## src/rtl/uart_rx_ctrl.sv

```systemverilog
// UART receive controller: oversampled start detection, LSB-first data capture,
// optional parity check, stop/break handling and a valid/ready output holding register.
//
// state        | meaning
// -------------+-----------------------------------------------------------
// S_IDLE       | line idle, waiting for a low sample on a baud tick
// S_START      | start bit seen, counting to mid-bit to confirm it
// S_DATA       | sampling data bits at mid-bit, shifting in LSB first
// S_PARITY     | sampling the parity bit and comparing against the data
// S_STOP       | sampling the stop bit; frame completes on this sample
// S_BREAK_WAIT | stop bit was low; wait for the line to return high
module uart_rx_ctrl #(
   parameter int OVERSAMPLE = 16,
   parameter int DATA_BITS  = 8
) (
   input  logic                 i_clk,
   input  logic                 i_reset,
   input  logic                 i_baud_tick,
   input  logic                 i_serial_in,
   input  logic                 i_parity_en,
   input  logic                 i_parity_odd,
   input  logic                 i_rx_ready,
   output logic [DATA_BITS-1:0] o_rx_data,
   output logic                 o_rx_valid,
   output logic                 o_parity_error,
   output logic                 o_framing_error,
   output logic                 o_overrun,
   output logic                 o_busy
);

   localparam int CW = $clog2(OVERSAMPLE);
   localparam int BW = $clog2(DATA_BITS);
   localparam logic [CW-1:0] HALF_LAST = CW'(OVERSAMPLE / 2 - 1);
   localparam logic [CW-1:0] FULL_LAST = CW'(OVERSAMPLE - 1);
   localparam logic [BW-1:0] BIT_LAST  = BW'(DATA_BITS - 1);

   typedef enum logic [2:0] {
      S_IDLE,
      S_START,
      S_DATA,
      S_PARITY,
      S_STOP,
      S_BREAK_WAIT
   } state_t;

   state_t               r_state;
   logic [CW-1:0]        r_tick_cnt;
   logic [BW-1:0]        r_bit_idx;
   logic [DATA_BITS-1:0] r_shift;
   logic                 r_par_acc;
   logic                 r_par_en;
   logic                 r_par_odd;
   logic                 r_par_err;
   logic [DATA_BITS-1:0] r_rx_data;
   logic                 r_rx_valid;
   logic                 r_parity_error;
   logic                 r_framing_error;
   logic                 r_overrun;

   logic w_at_half;
   logic w_at_full;
   logic w_frame_done;
   logic w_can_load;

   assign w_at_half    = (r_tick_cnt == HALF_LAST);
   assign w_at_full    = (r_tick_cnt == FULL_LAST);
   assign w_frame_done = i_baud_tick && (r_state == S_STOP) && w_at_full;
   // A finished frame may replace the held word only if it is empty or being taken this cycle.
   assign w_can_load   = !r_rx_valid || i_rx_ready;

   assign o_rx_data       = r_rx_data;
   assign o_rx_valid      = r_rx_valid;
   assign o_parity_error  = r_parity_error;
   assign o_framing_error = r_framing_error;
   assign o_overrun       = r_overrun;
   assign o_busy          = (r_state != S_IDLE);

   // Receive FSM, bit counters and the output holding register.
   always_ff @(posedge i_clk) begin
      if (!i_reset) begin
         r_state         <= S_IDLE;
         r_tick_cnt      <= '0;
         r_bit_idx       <= '0;
         r_shift         <= '0;
         r_par_acc       <= 1'b0;
         r_par_en        <= 1'b0;
         r_par_odd       <= 1'b0;
         r_par_err       <= 1'b0;
         r_rx_data       <= '0;
         r_rx_valid      <= 1'b0;
         r_parity_error  <= 1'b0;
         r_framing_error <= 1'b0;
         r_overrun       <= 1'b0;
      end else begin
         r_overrun <= 1'b0;

         if (r_rx_valid && i_rx_ready) begin
            r_rx_valid <= 1'b0;
         end

         if (w_frame_done) begin
            if (w_can_load) begin
               r_rx_data       <= r_shift;
               r_parity_error  <= r_par_err & r_par_en;
               r_framing_error <= !i_serial_in;
               r_rx_valid      <= 1'b1;
            end else begin
               r_overrun <= 1'b1;
            end
         end

         if (i_baud_tick) begin
            case (r_state)
               S_IDLE: begin
                  if (!i_serial_in) begin
                     r_state    <= S_START;
                     r_tick_cnt <= '0;
                  end
               end
               S_START: begin
                  if (w_at_half) begin
                     r_tick_cnt <= '0;
                     if (!i_serial_in) begin
                        r_state   <= S_DATA;
                        r_bit_idx <= '0;
                        r_par_acc <= 1'b0;
                        r_par_err <= 1'b0;
                        r_par_en  <= i_parity_en;
                        r_par_odd <= i_parity_odd;
                     end else begin
                        r_state <= S_IDLE;
                     end
                  end else begin
                     r_tick_cnt <= r_tick_cnt + 1'b1;
                  end
               end
               S_DATA: begin
                  if (w_at_full) begin
                     r_tick_cnt <= '0;
                     r_shift    <= {i_serial_in, r_shift[DATA_BITS-1:1]};
                     r_par_acc  <= r_par_acc ^ i_serial_in;
                     if (r_bit_idx == BIT_LAST) begin
                        r_bit_idx <= '0;
                        r_state   <= r_par_en ? S_PARITY : S_STOP;
                     end else begin
                        r_bit_idx <= r_bit_idx + 1'b1;
                     end
                  end else begin
                     r_tick_cnt <= r_tick_cnt + 1'b1;
                  end
               end
               S_PARITY: begin
                  if (w_at_full) begin
                     r_tick_cnt <= '0;
                     // Expected bit is data XOR (odd ? 1 : 0); flag any difference.
                     r_par_err  <= i_serial_in ^ r_par_acc ^ r_par_odd;
                     r_state    <= S_STOP;
                  end else begin
                     r_tick_cnt <= r_tick_cnt + 1'b1;
                  end
               end
               S_STOP: begin
                  if (w_at_full) begin
                     r_tick_cnt <= '0;
                     r_state    <= i_serial_in ? S_IDLE : S_BREAK_WAIT;
                  end else begin
                     r_tick_cnt <= r_tick_cnt + 1'b1;
                  end
               end
               S_BREAK_WAIT: begin
                  if (i_serial_in) begin
                     r_state <= S_IDLE;
                  end
               end
               default: begin
                  r_state    <= S_IDLE;
                  r_tick_cnt <= '0;
               end
            endcase
         end
      end
   end

endmodule
```

## config.mk

```make
export PLATFORM = sky130hd
export DESIGN_NAME = uart_rx_ctrl
export DESIGN_NICKNAME = d
export VERILOG_FILES = /design/src/rtl/uart_rx_ctrl.sv
export SDC_FILE = /design/constraint.sdc
export NUM_CORES = 1
export LEC_CHECK = 0
export CAP_MARGIN = 20
export CORE_MARGIN = 2
export CORE_UTILIZATION = 58
export DETAILED_ROUTE_END_ITERATION = 10
export PLACE_DENSITY = 0.83
export SETUP_SLACK_MARGIN = 0.5
export SYNTH_ARGS = -nofsm -noshare
export SYNTH_HDL_FRONTEND = slang
export SYNTH_SLANG_ARGS = --single-unit
export TNS_END_PERCENT = 30
```

## constraint.sdc

```tcl
create_clock -name i_clk -period 2.7 [get_ports i_clk]
set_input_delay 0.54 -clock i_clk [delete_from_list [all_inputs] [get_ports i_clk]]
set_output_delay 0.54 -clock i_clk [all_outputs]
set_load 0.02 [all_outputs]
```

**Yosys cells after proc, flatten, opt, wreduce, memory -nomap -nowiden**

Index checks and enable logic that the tools add are counted.

- RAM bits: 0
- Memories kept: 0
- Bits in latches: 0
- Input port bits: 7
- Bits in read-only memories: 0
- Bits in registers: 34

- Shifts and indexed selects: 0
- Bitwise logic cells: 5
- $add $sub $neg: 2
- Multiplexer cells: 30
- Multiply operators: 0
- Reduce and logical (&&, ||, !) cells: 19
- Magnitude comparators: 0
- Div/mod/pow operators: 0
- Eq/ne operators: 16

Operators by type and width:

| kind | count |
|---|---|
| 2-to-1 mux 3 bit | 13 |
| one-hot mux 3 bit (6 select lines) | 1 |
| inequality test 2 bit (second input constant) | 8 |
| one-hot mux 4 bit (4 select lines) | 1 |
| 2-to-1 mux 4 bit | 3 |
| AND reduction 5 bit | 2 |
| equality test 3 bit (second input constant) | 3 |
| 2-to-1 mux 1 bit | 8 |
| AND reduction 8 bit | 1 |
| equality test 3 x 2 -> 1 bit (second input constant) | 2 |
| one-hot mux 3 bit (2 select lines) | 1 |
| AND reduction 3 bit | 2 |
| adder 4 x 1 -> 4 bit (second input constant) | 1 |
| equality test 4 x 3 -> 1 bit (second input constant) | 1 |
| equality test 4 bit (second input constant) | 1 |
| one-hot mux 1 bit (2 select lines) | 2 |
| AND reduction 2 bit | 2 |
| AND reduction 4 bit | 1 |
| nonzero test 2 bit | 2 |
| adder 3 x 1 -> 3 bit (second input constant) | 1 |
| equality test 3 x 1 -> 1 bit (second input constant) | 1 |
| logical AND 1 bit | 3 |
| logical NOT 3 bit | 1 |
| nonzero test 3 bit | 1 |
| 7 further kinds | 10 |

**Logic depth before layout (Yosys ltp)**

- Depth after elaboration: 4
- Gate-level depth with buffers: 6
- Depth with buffers taken out: 6

**Worst setup path after synthesis**

No wires, ideal clock.

- Path type: flip-flop to flip-flop
- From: register r_bit_idx[0]
- To: register r_bit_idx[0]
- Arrival: 1.702 ns
- Cell stages (with the launch flop): 6
- Period minus slack after synthesis: 1.772 ns
- Setup time: 0.070 ns
- Path slack: 0.928 ns
- Path buffers: 0
- Cells stage by stage: dfxtp_1 > ha_1 > ha_1 > or4b_1 > or4_1 > a21oi_1

- Cells in the longest elaborated chain, start to end: 4
- Elaborated cells on any way between the ends: 5
- Classes of those cells: add/sub: 1; eq/ne: 1; mux: 3

Ends and longest elaborated chain:

| element | RTL line | text |
|---|---|---|
| from (decl) | 48 | `logic [BW-1:0] r_bit_idx;` |
| from (signal assigned) | 146 | `r_bit_idx <= r_bit_idx + 1'b1;` |
| adder 3 x 1 -> 3 bit or equality test 3 bit (tied branches) | 146, 142 |  |
| 2-to-1 mux 3 bit (*) | 142 | `if (r_bit_idx == BIT_LAST) begin` |
| 2-to-1 mux 3 bit (*) | 138 | `if (w_at_full) begin` |
| one-hot mux 3 bit (2 select lines) (*) | 113 | `case (r_state)` |

Every way passes the cells marked *; elsewhere a longest branch is shown, timed or not. The select of a mux whose other input is x is not followed.
A chain may end at the register's enable or synchronous reset.

**Worst setup path in the final report**

- From: input port i_baud_tick
- To: register r_shift[4]

- Cells in the longest elaborated chain, start to end: 1

Ends and longest elaborated chain:

| element | RTL line | text |
|---|---|---|
| from (decl) | 18 | `input logic i_baud_tick,` |
| AND reduction 3 bit (no line) | - |  |
| to (signal assigned) | 140 | `r_shift <= {i_serial_in, r_shift[DATA_BITS-1:1]};` |
| to (decl) | 49 | `logic [DATA_BITS-1:0] r_shift;` |

Every way passes these cells.

==> metrics.yaml <==
power_density_nw_per_um2: 512.3
period_minus_slack_ns: 2.071
ys.flop_type: "dfxtp_1"
tightest_slew_ns: 0.6360
cts_max_level: 2
fin_crit_sh_pct: 76.71
start_util_pct: 60.11
final_hold_viol_count: 0
fin_tns_setup_ns: 0
synthMostInstantiatedCell: "dfxtp_1"
die_h_um: 57.00
drtIter0Drc: 51
ys_seq_area_share_pct: 41.78
antenna_found_initial: 0
synthArstFlopShare_pct: 0
slew_headroom_pct: 57.34
rr_startpoint: "r_tick_cnt[0]"
area_growth_pct: 18.13
drive_gt1_share_pct: 11.22
fin_nets: 206
whs_path_depth: 2
clockBufferDepth: 2
grt_max_degree: 29
finalMaxSlewViolations: 0
fin_util_pct: 71.01
grt_pass1_wl_mm: 5.678
ys_types: 45
io_buffers: 19
grtUsageMet3_pct: 7.256
critPathLaunch: "i_baud_tick"
core_area_um2: 2710
syn_area_um2: 1629
wirelength_mm: 3.469
worst-path-max-fanout: 8
met2_usage_pct: 36.95
synth_top_cell_by_area: "dfxtp_1"
fin_cells: 227
grt_pass1_vias: 1304
clk_latency_ns: 0.34
worstHoldPathType: "reg2reg"
synth_cells: 176
track_usage_pct: 23.07
hp-start: "r_tick_cnt[1]"
gp_congestion: 0.8880
synthTopCellsByArea: "dfxtp_1, mux2i_1, nor2_1"
synth_area_per_cell_um2: 9.256
cts_tree: "yes"
grt_overflow: 0
hold_ws_ns: 0.4913
synth_nets: 186
synth_edf_count: 0
hpwl_mm: 2.347
routed_via_density: 5.987
ys_ff_latch: 34
power_leakage_nw: 0.6787
clock.fmax_mhz: 482.8
top_usage_layer: "met2"
synth_top_cell_area_share_pct: 41.78
wl_per_cell_um: 15.28
dp_cells: 220
path_clk_slew_ns: 0.10
synthTopCellsByCount: "dfxtp_1, nor2_1, mux2i_1"
setup_viol: 0
ant_nets: 0
dr.pass1.iters: 4
status: "finished clean"
fill_cells: 222
ir_worst_vdd_uv: 752.2
maxCapViolCount: 0
critPathCaptureType: "flip-flop"
io_pins: 20
use_met1_pct: 27.99
finalPower_uw: 985.8
diodes: 0
clock_sinks: 34
synth_warnings: 0
rr_worst_depth: 5
critPathLaunchType: "input pin"
rsz0062_at_grt: "no"
die_w_um: 57.00
vias: 1359
ff_latch_area_um2: 683.2
num_rows: 19
numCtsBuffers: 5
cp.arrival_ns: 2.29
multi_input_area_um2: 883.3
dieArea_um2: 3248
cts_root_buf: "clkbuf_4"
skew_ns: 0.008304
criticalPathCategory: "in2reg"
critPathRequiredTime_ns: 2.92
drc: 0
[cells by family (layout without fill, tap and decap cells)]
family / after synthesis / count (layout) / synth area share (%)
buffers and inverters: 14 / 34 / 4.608
adders and majority gates: 3 / 3 / 2.304
and+or+nand+nor: 65 / 65 / 23.35
DFF: 34 / 34 / 41.78
xor gates and xnor gates: 2 / 2 / 1.075
muxes: 20 / 20 / 12.29
AOI/OAI and AO/OA: 38 / 38 / 14.59
[placed cells by master, fill, tap and decap left out, types with 2 or more instances in the layout]
master,n
nand2_1,8
inv_1,4
nand2b_1,3
nor2b_1,2
o21a_1,2
buf_4,4
a21oi_1,14
o21ai_0,6
mux2i_1,20
clkbuf_4,5
clkdlybuf4s50_1,18
dfxtp_1,32
or3_1,3
nor3_4,2
dfxtp_2,2
or4_1,4
nand3_1,3
ha_1,3
o211ai_1,4
a22oi_1,2
nor2_1,22
and3_1,3
nor3_1,4
[what timing repair did]
action | in CTS | in global routing
pin swaps | 0 | 0
hold endpoints to repair | 0 | 0
hold buffers | 0 | 0
buffers inserted | 0 | 0
gates cloned | 0 | 0
setup endpoints to repair | 2 | 1
resized for setup | 4 | 1
[final timing paths]
check / end / slack (ns)
worst max-delay path: r_shift[4] / 0.63
worst min-delay path: r_tick_cnt[1] / 0.49
worst max register to register: r_state[2] / 0.76
worst min register to register: r_tick_cnt[1] / 0.49
[final cells by class]
type | count | share of cell area (%)
multi-input combinational | 128 | 45.90
sequential | 34 | 35.50
timing repair buffer | 23 | 11.57
clock buffer | 6 | 2.666
tap | 31 | 2.016
clock inverter | 1 | 1.560
inverter | 4 | 0.7802
[flip-flops by register name, indices dropped and copies added, names as in the netlist]
signal,cells
r_state,3
o_rx_data,8
r_par_odd,1
r_shift,8
o_parity_error,1
r_par_acc,1
o_rx_valid,1
r_bit_idx,3
o_framing_error,1
r_par_err,1
o_overrun,1
r_par_en,1
r_tick_cnt,4
[critical path: stages]
cell and delay, ns:
clkdlybuf4s50_1 0.59, nand4_1 0.31, nor3_4 0.48, mux2i_1 0.29, nor2_1 0.07
[report_power, final]
| part | internal [mW] | switching (mW) |
|---|---|---|
| sequential | 0.505 | 0.00391 |
| combinational | 0.0366 | 0.0584 |
| clock | 0.215 | 0.167 |
[through the flow]
step                      instance area (µm²)  setup WS (ns)
after floorplan                          1629         0.9279
after global placement                   1828         0.4061
after detailed placement                 1828         0.3279
after CTS                                1922         0.4907
after global routing                     1924         0.5124
final                                    1924         0.6288
[metal layers]
layer	vias to the layer above	wire (µm)
li1	677	-
met1	647	1575
met2	28	1672
met3	7	154
met4	0	67
met5	-	0
Note: power is estimated with default switching activity, not from simulation.
